`config.mk`:
```
export PLATFORM = sky130hd
export DESIGN_NAME = life_cell_evolve
export DESIGN_NICKNAME = d
export VERILOG_FILES = /design/src/rtl/life_cell_evolve.sv
export SDC_FILE = /design/constraint.sdc
export NUM_CORES = 1
export LEC_CHECK = 0
export ABC_AREA = 0
export BUFFER_PORTS_ARGS = -buffer_cell sky130_fd_sc_hd__clkbuf_2
export CORE_UTILIZATION = 50
export DETAILED_ROUTE_END_ITERATION = 10
export GPL_ROUTABILITY_DRIVEN = 0
export PLACE_DENSITY = 0.8
export SLEW_MARGIN = 10
export SYNTH_ARGS = -nofsm -noshare
export SYNTH_HDL_FRONTEND = slang
export SYNTH_SLANG_ARGS = --single-unit
export TNS_END_PERCENT = 30
```
`constraint.sdc`:
```
create_clock -name i_clk -period 3 [get_ports i_clk]
set_input_delay 0 -clock i_clk [delete_from_list [all_inputs] [get_ports i_clk]]
set_output_delay 0 -clock i_clk [all_outputs]
set_load 0.1 [all_outputs]
```
`src/rtl/life_cell_evolve.sv`:
```
// Per-cell Game of Life generation engine: mirrors the confirmed seed during setup, then
// applies the Life rule once per board tick. Optional macro: LIFE_HIGHLIFE_RULE_EN (B36/S23).
module life_cell_evolve #(
  parameter int unsigned AGE_WIDTH   = 4,
  parameter int unsigned STABLE_GENS = 3
) (
  input  logic                 i_clk,
  input  logic                 i_reset,
  input  logic                 i_seed,
  input  logic                 i_start_game_switch,
  input  logic                 i_pause_switch,
  input  logic                 i_gen_tick,
  input  logic [7:0]           i_neighbors,
  output logic                 o_alive,
  output logic                 o_changed,
  output logic [AGE_WIDTH-1:0] o_age,
  output logic                 o_stable
);

  localparam logic [AGE_WIDTH-1:0] AgeMax    = '1;
  localparam logic [3:0]           UnchMax   = 4'hF;
  localparam logic [4:0]           StableThr = 5'(STABLE_GENS);

  typedef enum logic [1:0] {StSetup = 2'd0, StRun = 2'd1, StEval = 2'd2} state_e;

  state_e               r_state, w_state_next;
  logic                 r_alive, r_changed, r_stable;
  logic [AGE_WIDTH-1:0] r_age;
  logic [3:0]           r_nbr_cnt, r_unch_cnt;

  logic                 w_load_seed, w_sample, w_eval;
  logic [3:0]           w_popcount;
  logic                 w_survive, w_birth, w_alive_next, w_flip;
  logic [AGE_WIDTH-1:0] w_age_next;
  logic [3:0]           w_unch_next;

  always_ff @(posedge i_clk) begin
    if (!i_reset) r_state <= StSetup;
    else          r_state <= w_state_next;
  end

  // The game never returns to setup except through reset.
  always_comb begin
    w_state_next = r_state;
    unique case (r_state)
      StSetup: if (i_start_game_switch) w_state_next = StRun;
      StRun:   if (i_gen_tick && !i_pause_switch) w_state_next = StEval;
      StEval:  w_state_next = StRun;
      default: w_state_next = StSetup;
    endcase
  end

  always_comb begin
    w_load_seed = (r_state == StSetup);
    w_sample    = (r_state == StRun) && i_gen_tick && !i_pause_switch;
    w_eval      = (r_state == StEval);
  end

  always_comb begin
    w_popcount = '0;
    for (int i = 0; i < 8; i++) w_popcount = w_popcount + 4'(i_neighbors[i]);
  end

  always_comb begin
    w_survive = r_alive && ((r_nbr_cnt == 4'd2) || (r_nbr_cnt == 4'd3));
`ifdef LIFE_HIGHLIFE_RULE_EN
    w_birth   = !r_alive && ((r_nbr_cnt == 4'd3) || (r_nbr_cnt == 4'd6));
`else
    w_birth   = !r_alive && (r_nbr_cnt == 4'd3);
`endif
    w_alive_next = w_survive || w_birth;
    w_flip       = (w_alive_next != r_alive);
    if (!w_alive_next)        w_age_next = '0;
    else if (w_birth)         w_age_next = AGE_WIDTH'(1);
    else if (r_age == AgeMax) w_age_next = AgeMax;
    else                      w_age_next = r_age + AGE_WIDTH'(1);
    w_unch_next = (r_unch_cnt == UnchMax) ? UnchMax : r_unch_cnt + 4'd1;
  end

  always_ff @(posedge i_clk) begin
    if (!i_reset) begin
      r_alive    <= 1'b0;
      r_changed  <= 1'b0;
      r_age      <= '0;
      r_stable   <= 1'b0;
      r_nbr_cnt  <= '0;
      r_unch_cnt <= '0;
    end else begin
      r_changed <= 1'b0;
      if (w_load_seed) begin
        r_alive <= i_seed;
        r_age   <= '0;
      end
      if (w_sample) r_nbr_cnt <= w_popcount;
      if (w_eval) begin
        r_alive   <= w_alive_next;
        r_age     <= w_age_next;
        r_changed <= w_flip;
        if (w_flip) begin
          r_unch_cnt <= '0;
          r_stable   <= 1'b0;
        end else begin
          r_unch_cnt <= w_unch_next;
          r_stable   <= ({1'b0, w_unch_next} >= StableThr);
        end
      end
    end
  end

  assign o_alive   = r_alive;
  assign o_changed = r_changed;
  assign o_age     = r_age;
  assign o_stable  = r_stable;

endmodule

```
[Yosys cells after proc, flatten, opt, wreduce, memory -nomap -nowiden]
Cells that the tools add are included.
Operators by class
  eq/ne operators: 9
  add/subtract/negate cells: 9
  reductions and logical operators: 13
  order comparisons: 1
  muxes and demuxes: 13
Operator list (count)
  2-to-1 mux 4 bit: 7
  adder 4 x 1 -> 4 bit: 4
  adder 4 x 1 -> 4 bit (second input constant): 2
  equality test 4 x 2 -> 1 bit (second input constant): 2
  equality test 4 bit (second input constant): 2
  case mux 2 bit (3 select lines): 1
  logical AND 1 bit: 5
  adder 3 x 1 -> 4 bit: 1
  >= comparator 4 x 2 -> 1 bit (second input constant): 1
  2-to-1 mux 2 bit: 2
  != test 2 bit (second input constant): 2
  AND reduction 2 bit: 2
  adder 2 x 1 -> 3 bit: 1
  2-to-1 mux 1 bit: 3
  adder 1 x 1 -> 2 bit: 1
  equality test 2 x 1 -> 1 bit (second input constant): 1
  equality test 2 bit (second input constant): 1
  logical NOT 1 bit: 2
  logical NOT 2 bit: 1
  logical OR 1 bit: 2
  nonzero test 2 bit: 1
  != test 1 bit: 1
Word-level totals
  output and inout port bits: 7
  bits of input ports: 14
  flip-flop bits (word level): 17
  logic and storage cells: 52

[Depth between registers and ports, before layout]
Gate-level depths: netlist of the first run.
  depth in word-level cells: 7
  gate-level depth with buffers: 11
  mapped depth without buffers: 11

[Least setup slack after synthesis of the first run]
OpenSTA, ideal clock, no wires.
  kind: input -> register
  start point: input port i_neighbors[0]
  end point: register r_nbr_cnt[2]
  stages on the path: 11
  path slack: 0.556 ns
  path buffers: 0
  data required time: 2.884 ns
  library setup time: 0.116 ns
  data arrival time: 2.328 ns
  cell sequence: inv_1 fa_1 fa_1 fa_1 inv_1 ha_1 inv_1 fa_1 xnor2_1 mux2i_1 nor2b_1
On the way
  cells in the longest elaborated chain, start to end: 7
RTL lines
  from (decl): RTL line 13  | input logic [7:0] i_neighbors,
  adder 1 x 1 -> 2 bit: RTL line 61  | for (int i = 0; i < 8; i++) w_popcount = w_popcount + 4'(i_neighbors[i]);
  adder 2 x 1 -> 3 bit: RTL line 61
  adder 3 x 1 -> 4 bit: RTL line 61
  adder 4 x 1 -> 4 bit (4 in a row): RTL line 61
  to (signal assigned): RTL line 94  | if (w_sample) r_nbr_cnt <= w_popcount;
  to (decl): RTL line 29  | logic [3:0] r_nbr_cnt, r_unch_cnt;
Every way passes these cells.
A chain may end at the register's enable or synchronous reset.

[Worst setup path in the final report of the first run]
Same ends and word-level chain as after synthesis.

==> results of run 1 <==
==> cell families after synthesis <==
logic type | after synthesis | synth area share (%)
flops | 17 | 32.7
fa+ha+maj | 9 | 13.7
buf+inv | 17 | 7.56
xor+xnor | 1 | 0.840
mux | 3 | 2.88
compound gates | 29 | 17.9
simple gates | 39 | 24.5
==> cell usage in the layout (no fill, tap or decap), types with 2 or more instances in the layout <==
cell type / instances
sky130_fd_sc_hd__clkbuf_2: 20
sky130_fd_sc_hd__dfxtp_1: 17
sky130_fd_sc_hd__inv_1: 14
sky130_fd_sc_hd__nand2_1: 12
sky130_fd_sc_hd__a21oi_1: 7
sky130_fd_sc_hd__o21ai_0: 6
sky130_fd_sc_hd__ha_1: 5
sky130_fd_sc_hd__nor2b_1: 4
sky130_fd_sc_hd__o22ai_1: 4
sky130_fd_sc_hd__nor2_1: 4
sky130_fd_sc_hd__fa_1: 4
sky130_fd_sc_hd__nor3b_2: 3
sky130_fd_sc_hd__mux2i_1: 3
sky130_fd_sc_hd__a21o_1: 3
sky130_fd_sc_hd__and3_1: 3
sky130_fd_sc_hd__and2_1: 3
sky130_fd_sc_hd__a21boi_1: 3
sky130_fd_sc_hd__clkbuf_4: 3
sky130_fd_sc_hd__nand3b_1: 2
sky130_fd_sc_hd__nand3_1: 2
==> metal layers <==
layer	up-vias	wire length (um)
met5	-	0
met4	0	0
met1	386	850
li1	435	-
met3	0	48
met2	6	1100
==> stage by stage <==
step	area (um2)	worst slack, ps	power, mW	hold slack, ps	util [%]
after floorplan	1040	556	0.321	153	-
after global placement	1150	448	0.339	337	58.6
after detailed placement	1150	376	0.344	353	58.6
after CTS	1180	694	0.466	46.1	60.0
after global routing	1180	553	0.492	48.9	60.0
final	1180	696	0.462	51.2	60.0
==> final cells by class <==
type / count / area (um2) / share of cell area (%)
multi-input cells: 81 / 623 / 52.9
flip-flops and latches: 17 / 340 / 28.9
repair buffers: 20 / 100 / 8.50
inverters: 14 / 52.6 / 4.46
well taps: 27 / 33.8 / 2.87
clock buffers: 3 / 22.5 / 1.91
clock inverters: 1 / 5.00 / 0.425
==> final timing paths <==
kind	startpoint	to	slack, ps	cells after the start
worst max register to register	r_nbr_cnt[1]	r_unch_cnt[1]	1470	4
worst min register to register	o_age[1]	o_age[1]	490	2
worst min-delay path	i_seed	o_alive	50	3
worst max-delay path	i_neighbors[0]	r_nbr_cnt[2]	700	12
==> synthesized netlist by cell type, drive strengths merged (2+ instances only) <==
master / number / area [um2]
dfxtp: 17 / 340
inv: 14 / 52.6
nand2: 12 / 45.0
a21oi: 7 / 35.0
o21ai: 6 / 30.0
ha: 5 / 62.6
nor2b: 5 / 38.8
a21boi: 4 / 30.0
and3: 4 / 30.0
fa: 4 / 80.1
nor2: 4 / 15.0
nor3b: 4 / 56.3
o22ai: 4 / 25.0
a21o: 3 / 22.5
and2: 3 / 18.8
mux2i: 3 / 30.0
buf: 2 / 22.5
nand2b: 2 / 20.0
nand3: 2 / 10.0
nand3b: 2 / 15.0
==> power groups by stage <==
stage / sequential (mW) / clock [mW] / combinational [mW]
after detailed placement: 0.243 / 0 / 0.101
after floorplan: 0.246 / 0 / 0.0741
after CTS: 0.238 / 0.126 / 0.102
after global routing: 0.239 / 0.135 / 0.117
after global placement: 0.243 / 0 / 0.0965
final: 0.238 / 0.123 / 0.101
==> flip-flops by register name (all words and copies together), names as in the netlist <==
register,cells
o_alive,1
o_stable,1
r_nbr_cnt,4
r_state,2
o_age,4
r_unch_cnt,4
o_changed,1
==> critical path: stages <==
cell and delay, ps:
sky130_fd_sc_hd__clkbuf_2 70, sky130_fd_sc_hd__inv_1 50, sky130_fd_sc_hd__fa_1 550, sky130_fd_sc_hd__fa_1 430
sky130_fd_sc_hd__fa_1 430, sky130_fd_sc_hd__inv_1 60, sky130_fd_sc_hd__ha_1 150, sky130_fd_sc_hd__inv_1 50
sky130_fd_sc_hd__fa_1 380, sky130_fd_sc_hd__xnor2_1 130, sky130_fd_sc_hd__mux2i_1 130, sky130_fd_sc_hd__nor2b_1 60
==> qor.log, run 1 <==
INFO  status         outcome=completed
INFO  power          clkPwrFrac=26.5%
INFO  grt            largest_net_degree_at_the_start_of_global_routing=18
INFO  cts            postCtsSetupBuffers=0
INFO  sta            timing.slew.headroom=64.0%
INFO  floorplanning  floorplan.initialDensity=53.1%
INFO  routing        vias_per_cell=5.07
INFO  power          netSwitchingPower=0.136mW
INFO  cts            cts_repair_resize_count=0
INFO  grt            antenna_violations_before_repair=0
INFO  yosys          syn-cell-area=1040um2
INFO  routing        wirelength=2.00mm
INFO  grt            grt_pass1_wl=3.10mm
INFO  placed_design  hpwl_dp=1.53mm
INFO  yosys          ys_seq_elements=17
INFO  placed_design  placedCellCount=159
INFO  floorplanning  dieWidth=47.7um
INFO  job            max-cap-violations=0
INFO  worst_setup_path cp.arrival=2500ps
INFO  cts            cts.hold.buffers_added=0
INFO  sta            final.setup.tns=0ps
INFO  final_layout   design.final.nets=160
INFO  grt            grt_util_met3=7.92%
INFO  sta            finalSetupViolCount=0
INFO  placed_design  numPortBuffers=20
INFO  power          leakagePower=0.561nW
INFO  final_layout   area_growth_syn_to_layout=13.0%
INFO  cts            cts_max_path_buffers=2
INFO  final_layout   final_layout_size_suffix_gt1_share=23.5%
INFO  cts            cts_bufs_inserted=3
INFO  yosys          dominantRegCellSynth=sky130_fd_sc_hd__dfxtp_1
INFO  grt            globalRouteOverflowTotal=0
INFO  power          intPower=0.327mW
INFO  yosys          yosysWarnings=0
INFO  yosys          per_instance_average_area_after_synthesis=9.06um2
INFO  routing        number_of_drc_markers_after_the_initial_detailed_route_iteration=8
INFO  power          pwr_density_cell=393nW/um2
INFO  routing        drt-pass1-iter-count=4
INFO  sta            worst-slew-pin-transition=543ps
INFO  cts            clock_sinks=17
INFO  routing        num_vias=827
INFO  power          p_sw_share=29.4%
INFO  floorplanning  num_io_pins=21
INFO  sta            fin_worst_skew=1.90ps
INFO  yosys          ys_seq_area_share=32.7%
INFO  worst_setup_path timing_worst_setup_path_type=input pin to register
INFO  routing        ant_nets=0
INFO  yosys          synth-async-reset-ratio=0%
INFO  floorplanning  die_height=47.7um
INFO  cts            clock_insertion_delay_worst_skew=290ps
INFO  yosys          synth.distinct_cells=33
INFO  worst_setup_path cp-end-kind=register
INFO  sta            finalMaxSlewViolations=0
INFO  sta            final-hold-violation-count=0
INFO  grt            globalRoute.busiestLayer=met2
INFO  power          combPwrFrac=21.9%
INFO  power          power_frac_seq=51.6%
INFO  hold_path      hold_path.class=input pin to register
INFO  grt            first_global_vias=758
INFO  sta            unrepaired_setup_endpoints_after_global_routing=false
INFO  final_layout   insertedDiodeCount=0
INFO  routing        remaining_drc_errors=0
INFO  yosys          synth_edf_count=0
INFO  sta            fmax=434MHz
INFO  floorplanning  floorplan.core_area=1960um2
INFO  final_layout   fillCellCount=190
INFO  sta            post-route-period-util=76.8%
INFO  power          vdd.ir_drop.worst=0.320mV
INFO  routing        wl_per_cell=12.3um
INFO  floorplanning  num_rows=16
INFO  worst_setup_path cp_launch_type=input pin
INFO  yosys          syn_inst=115
INFO  grt            gr-usage-all-layers=20.0%
INFO  final_layout   instances_no_fill=163
INFO  sta            period_minus_slack=2300ps
INFO  worst_setup_path crit_fanout=2
INFO  cts            clockRootBuffer=sky130_fd_sc_hd__clkbuf_4
INFO  cts            clk_pin_slew=100ps
INFO  grt            grt_use_met1=19.4%
INFO  grt            fraction_of_met2_tracks_used_by_global_routing=39.7%
INFO  worst_setup_path crit_required=3190ps
INFO  cts            htree_num_levels=1
INFO  floorplanning  die_area=2270um2
INFO  yosys          mappedNetlistNets=138
INFO  cts            tritoncts=done
No activity file was read; power rests on OpenSTA's default activity.
==> inputs of run 2 (changes only) <==
Clock period 3 ns to 2.3 ns, I/O delays scaled along.
==> qor.log, run 2 (synthesis gave the netlist of run 1 again) <==
INFO  worst_setup_path kind_of_cell_adding_the_most_delay_to_the_critical_path=adder cells
INFO  grt            largest_net_degree_at_the_start_of_global_routing=18 [unchanged]
INFO  power          vdd.ir_drop.worst=0.375mV [+17%]
INFO  worst_setup_path cp-end-kind=register
INFO  worst_setup_path crit_fanout=2 [unchanged]
INFO  final_layout   instances_no_fill=163 [unchanged]
INFO  floorplanning  num_io_pins=21 [unchanged]
INFO  placed_design  placedCellCount=159 [unchanged]
INFO  worst_setup_path critPathBufInv=4 [unchanged]
INFO  power          report.power.total=0.609mW [+32%]
INFO  cts            clock_sinks=17 [unchanged]
INFO  cts            tritoncts=done
INFO  final_layout   final_common_cell=sky130_fd_sc_hd__clkbuf_2
INFO  grt            gr-usage-all-layers=19.1% [-0.86 points]
INFO  grt            grt_pass1_wl=2.97mm [-4.0%]
INFO  placed_design  hpwl_dp=1.54mm [+0.54%]
INFO  cts            cts_bufs_inserted=3 [unchanged]
INFO  routing        number_of_drc_markers_after_the_initial_detailed_route_iteration=4 [-4]
INFO  cts            postCtsSetupBuffers=0 [unchanged]
INFO  status         outcome=completed
INFO  worst_setup_path worstPathCellList=buf_6 -> inv_2 -> fa_1 -> fa_1 -> fa_1 -> inv_1 -> ha_2 -> inv_2 -> fa_2 -> nand2_1 -> o211a_1
INFO  worst_setup_path worst_path_max_delay_cell=sky130_fd_sc_hd__fa_1
INFO  sta            fmax=440MHz
INFO  hold_path      worst_hold_startpoint=i_seed
INFO  worst_setup_path cp_common_cell=sky130_fd_sc_hd__fa_1
INFO  cts            cts_repair_resize_count=1 [+1]
INFO  sta            post-route-period-util=98.8%
INFO  sta            timing.slew.headroom=63.7% [-0.24 points]
INFO  final_layout   insertedDiodeCount=0 [unchanged]
INFO  placed_design  numPortBuffers=20 [unchanged]
INFO  hold_path      hold_path.class=input pin to register
INFO  cts            cts.hold.buffers_added=0 [unchanged]
INFO  routing        ant_nets=0 [unchanged]
INFO  cts            cts_max_path_buffers=2 [unchanged]
INFO  grt            antenna_violations_before_repair=0 [unchanged]
INFO  power          pwr_density_cell=509nW/um2 [+30%]
INFO  floorplanning  die_height=47.7um [unchanged]
INFO  floorplanning  floorplan.initialDensity=53.1% [unchanged]
INFO  power          leakagePower=0.560nW [-0.16%]
INFO  sta            unrepaired_setup_endpoints_after_global_routing=true
INFO  routing        remaining_drc_errors=0 [unchanged]
INFO  sta            period_minus_slack=2270ps
INFO  routing        drt-pass1-iter-count=4 [unchanged]
INFO  floorplanning  floorplan.core_area=1960um2 [unchanged]
INFO  cts            clockRootBuffer=sky130_fd_sc_hd__clkbuf_4
INFO  sta            finalSetupViolCount=0 [unchanged]
INFO  final_layout   design.final.nets=160 [unchanged]
INFO  final_layout   final_layout_size_suffix_gt1_share=27.2% [+3.7 points]
INFO  final_layout   area_growth_syn_to_layout=14.6%
INFO  sta            final-hold-violation-count=0 [unchanged]
INFO  routing        num_vias=835 [+0.97%]
INFO  grt            first_global_vias=751 [-0.92%]
INFO  final_layout   most-common-layout-cells=sky130_fd_sc_hd__clkbuf_2 (18), sky130_fd_sc_hd__dfxtp_1 (17), sky130_fd_sc_hd__nand2_1 (12), sky130_fd_sc_hd__inv_1 (11), sky130_fd_sc_hd__a21oi_1 (7)
INFO  cts            clock_insertion_delay_worst_skew=290ps [about the same]
INFO  routing        wl_per_cell=11.8um [-3.9%]
INFO  cts            htree_num_levels=1 [unchanged]
INFO  grt            globalRouteOverflowTotal=0 [unchanged]
INFO  sta            fin_worst_skew=1.47ps [-0.425 ps]
INFO  floorplanning  dieWidth=47.7um [unchanged]
INFO  cts            clk_pin_slew=100ps [about the same]
INFO  worst_setup_path cp.arrival=2470ps [-30 ps]
INFO  floorplanning  num_rows=16 [unchanged]
INFO  routing        wirelength=1.92mm [-3.9%]
INFO  worst_setup_path timing_worst_setup_path_type=input pin to register
INFO  worst_setup_path cpPeakStageDelay=550ps [about the same]
INFO  worst_setup_path reg2reg_from=r_nbr_cnt[1]
INFO  sta            finalMaxSlewViolations=0 [unchanged]
INFO  worst_setup_path crit_required=2500ps [-690 ps]
INFO  worst_setup_path cp_launch_type=input pin
INFO  sta            worst-slew-pin-transition=546ps [+3.65 ps]
INFO  routing        vias_per_cell=5.12 [+0.97%]
INFO  sta            finalHoldWorstSlack=36.3ps [-14.9 ps]
INFO  job            max-cap-violations=0 [unchanged]
INFO  worst_setup_path startpoint=i_neighbors[0]
INFO  floorplanning  die_area=2270um2 [unchanged]
## run 2: cell types whose count changed in the layout (fill, tap and decap cells not counted)
cell                       change
sky130_fd_sc_hd__fa_1          -1
sky130_fd_sc_hd__inv_1         -3
sky130_fd_sc_hd__inv_2         +3
sky130_fd_sc_hd__clkbuf_2      -2
sky130_fd_sc_hd__fa_2          +1
sky130_fd_sc_hd__ha_2          +1
sky130_fd_sc_hd__ha_1          -1
sky130_fd_sc_hd__buf_6         +2
## run 2: routing by layer
metal | wire [um] | vias to the layer above | track usage [%]
met1 | 767 | 392 | 18.2
met2 | 1100 | 7 | 38.9
met4 | 0 | 0 | 3.33
met3 | 52 | 0 | 6.79
met5 | 0 | - | 0
li1 | - | 436 | -
## run 2: tightest hold or removal path, delay by kind of cell
kind / cells / cell delay, ps
AO/OA/AOI/OAI: 2 / 210
buffers and inverters: 1 / 80
## run 2: cell type report
type	instances	area, um2
multi-input cells	81	628
clock inverters	1	5.00
well taps	27	33.8
repair buffers	20	113
fillers	184	767
flip-flops and latches	17	340
clock buffers	3	22.5
inverters	14	52.6
## run 2: worst paths after layout
check                                endpoint  slack [ps]  depth (start not counted)
worst max-delay path             r_nbr_cnt[1]          30                         11
worst min-delay path                  o_alive          40                          3
worst max register to register  r_unch_cnt[2]         820                          4
worst min register to register       o_age[1]         490                          2
## run 2: per-stage QoR
| step | TNS (ps) | instance area [um2] | worst slack (ps) | util [%] |
|---|---|---|---|---|
| after floorplan | -253 | 1040 | -144 | - |
| after global placement | -471 | 1150 | -252 | 58.6 |
| after detailed placement | -606 | 1150 | -337 | 58.6 |
| after CTS | 0 | 1180 | 13.0 | 60.1 |
| after global routing | -115 | 1190 | -66.2 | 60.9 |
| final | 0 | 1190 | 26.8 | 60.9 |
## run 2: power by group
part	total, mW	switching, mW	internal, mW
Combinational	0.138	0.0727	0.0653
Sequential	0.311	0.0100	0.301
Clock	0.160	0.0952	0.0648
Total	0.609	0.178	0.431
==> inputs of run 3 (changes only) <==
Settings changed: RECOVER_POWER from default to 50.
==> qor.log, run 3 (synthesis gave the netlist of run 1 again) <==
INFO  sta            final.setup.tns=0ps [unchanged]
INFO  worst_setup_path worstPathCellList=buf_6 -> inv_2 -> fa_1 -> fa_1 -> fa_1 -> inv_1 -> ha_2 -> inv_2 -> fa_2 -> nand2_1 -> o211a_1
INFO  power          p_sw_share=29.3% [+0.064 points]
INFO  routing        remaining_drc_errors=0 [unchanged]
INFO  sta            period_minus_slack=2270ps [+1.02 ps]
INFO  final_layout   design.final.nets=160 [unchanged]
INFO  cts            tritoncts=done
INFO  placed_design  numPortBuffers=20 [unchanged]
INFO  floorplanning  dieWidth=47.7um [unchanged]
INFO  power          vdd.ir_drop.worst=0.375mV [about the same]
INFO  final_layout   instances_no_fill=163 [unchanged]
INFO  grt            largest_net_degree_at_the_start_of_global_routing=18 [unchanged]
INFO  cts            cts_max_path_buffers=2 [unchanged]
INFO  routing        drt-pass1-iter-count=4 [unchanged]
INFO  routing        wl_per_cell=11.8um [+0.52%]
INFO  sta            finalHoldWorstSlack=36.2ps [-0.0276 ps]
INFO  floorplanning  num_io_pins=21 [unchanged]
INFO  worst_setup_path cp_launch_type=input pin
INFO  worst_setup_path rr_worst_depth=4 [unchanged]
INFO  power          combPwrFrac=22.6% [about the same]
INFO  worst_setup_path crit_required=2500ps [about the same]
INFO  status         outcome=completed
INFO  hold_path      hold_path.class=input pin to register
INFO  floorplanning  floorplan.core_area=1960um2 [unchanged]
INFO  floorplanning  floorplan.initialDensity=53.1% [unchanged]
INFO  final_layout   final_layout_size_suffix_gt1_share=21.3% [-5.9 points]
INFO  sta            final-hold-violation-count=0 [unchanged]
INFO  worst_setup_path timing_worst_setup_path_type=input pin to register
INFO  power          power_frac_seq=51.0% [about the same]
INFO  cts            cts.hold.buffers_added=0 [unchanged]
INFO  power          clkPwrFrac=26.3% [about the same]
INFO  grt            antenna_violations_before_repair=0 [unchanged]
INFO  cts            postCtsSetupBuffers=0 [unchanged]
INFO  sta            finalWorstSetupSlack=25.8ps [-1.02 ps]
INFO  power          intPower=0.430mW [-0.11%]
INFO  cts            htree_num_levels=1 [unchanged]
INFO  sta            worst-slew-pin-transition=1180ps [+633 ps]
INFO  final_layout   most-common-layout-cells=sky130_fd_sc_hd__dfxtp_1 (17), sky130_fd_sc_hd__nand2_1 (12), sky130_fd_sc_hd__inv_1 (11), sky130_fd_sc_hd__clkbuf_2 (11)
INFO  cts            cts_bufs_inserted=3 [unchanged]
INFO  sta            unrepaired_setup_endpoints_after_global_routing=true
INFO  routing        number_of_drc_markers_after_the_initial_detailed_route_iteration=4 [unchanged]
INFO  placed_design  placedCellCount=159 [unchanged]
INFO  sta            fmax=440MHz [about the same]
INFO  power          pwr_density_cell=515nW/um2 [+1.1%]
INFO  job            max-cap-violations=0 [unchanged]
INFO  final_layout   insertedDiodeCount=0 [unchanged]
INFO  routing        wirelength=1.93mm [+0.52%]
INFO  floorplanning  die_area=2270um2 [unchanged]
INFO  cts            clock_sinks=17 [unchanged]
INFO  sta            finalSetupViolCount=0 [unchanged]
INFO  sta            timing.slew.headroom=21.7% [-42 points]
INFO  hold_path      timing.hold.worst_path_depth=3 [unchanged]
INFO  final_layout   area_growth_syn_to_layout=13.3%
INFO  power          leakagePower=0.531nW [-5.1%]
INFO  floorplanning  num_rows=16 [unchanged]
INFO  grt            globalRouteOverflowTotal=0 [unchanged]
INFO  grt            gr-usage-all-layers=19.1% [unchanged]
INFO  floorplanning  die_height=47.7um [unchanged]
INFO  routing        num_vias=839 [+0.48%]
INFO  worst_setup_path cp.arrival=2470ps [about the same]
INFO  cts            clockRootBuffer=sky130_fd_sc_hd__clkbuf_4
INFO  sta            fin_worst_skew=1.75ps [+0.280 ps]
INFO  worst_setup_path cp_common_cell=sky130_fd_sc_hd__fa_1
INFO  grt            first_global_vias=751 [unchanged]
INFO  placed_design  hpwl_dp=1.54mm [unchanged]
INFO  sta            finalMaxSlewViolations=0 [unchanged]
INFO  routing        ant_nets=0 [unchanged]
INFO  placed_design  detailedPlace.worstSlack=-337ps [unchanged]
INFO  sta            post-route-period-util=98.9% [about the same]
INFO  worst_setup_path worst_path_max_delay_cell=sky130_fd_sc_hd__fa_1
INFO  routing        vias_per_cell=5.15 [+0.48%]
INFO  worst_setup_path cpPeakStageDelay=550ps [about the same]
INFO  power          netSwitchingPower=0.178mW [+0.20%]
INFO  worst_setup_path cp-end-kind=register
INFO  cts            clock_insertion_delay_worst_skew=290ps [about the same]
INFO  final_layout   final_common_cell=sky130_fd_sc_hd__dfxtp_1
INFO  grt            grt_pass1_wl=2.97mm [unchanged]
INFO  cts            clk_pin_slew=100ps [about the same]
INFO  worst_setup_path crit_fanout=2 [unchanged]
==> run 3: cell counts in the layout (fill, tap and decap cells not counted) <==
Identical to the previous run, type by type.
==> run 3: worst max-delay path: cells and delay by family <==
family,cells,cell delay (ps)
AND/OR/NAND/NOR,1,50
adder cells (fa/ha/maj),5,2090
AO/OA/AOI/OAI,1,130
buffers and inverters,4,210
==> run 3: area by class of cell <==
cell class                 count  area, um2
multi-input combinational     81        623
clock buffer                   3       22.5
fill                         187        781
sequential                    17        340
clock inverter                 1       5.00
tap                           27       33.8
timing repair buffer          20        104
inverter                      14       52.6
==> run 3: per-layer routing <==
layer / global-route usage, % / wire (um) / up-vias
li1: - / - / 436
met1: 18.2 / 774 / 396
met2: 38.9 / 1100 / 7
met3: 6.79 / 52 / 0
met4: 3.33 / 0 / 0
met5: 0 / 0 / -
==> run 3: power by group through the flow <==
stage / sequential (mW) / clock (mW) / combinational [mW]
3_5_place_dp: 0.318 / 0 / 0.132
2_1_floorplan: 0.321 / 0 / 0.0967
4_1_cts: 0.311 / 0.167 / 0.135
3_3_place_gp: 0.317 / 0 / 0.126
5_1_grt: 0.312 / 0.176 / 0.159
6_report: 0.310 / 0.160 / 0.138
==> run 3: worst paths after layout <==
check | start | end | slack, ps
setup / recovery | i_neighbors[0] | r_nbr_cnt[1] | 30
hold / removal | i_seed | o_alive | 40
setup reg to reg | r_nbr_cnt[1] | r_unch_cnt[2] | 630
hold reg to reg | o_age[1] | o_age[1] | 490
==> run 3: stage by stage <==
step | total power [mW] | utilization, % | instance area (um2)
finish | 0.608 | 60.2 | 1180
global route | 0.647 | 60.2 | 1180
CTS | 0.612 | 60.1 | 1180
detailed placement | 0.450 | 58.6 | 1150
global placement | 0.443 | 58.6 | 1150
floorplan | 0.418 | - | 1040
==> run 3: repair_timing <==
action | CTS | global route
endpoints found under the hold margin | 0 | 0
pin swaps | 0 | 0
gates resized for setup | 1 | 6
setup endpoints to repair | 1 | 2
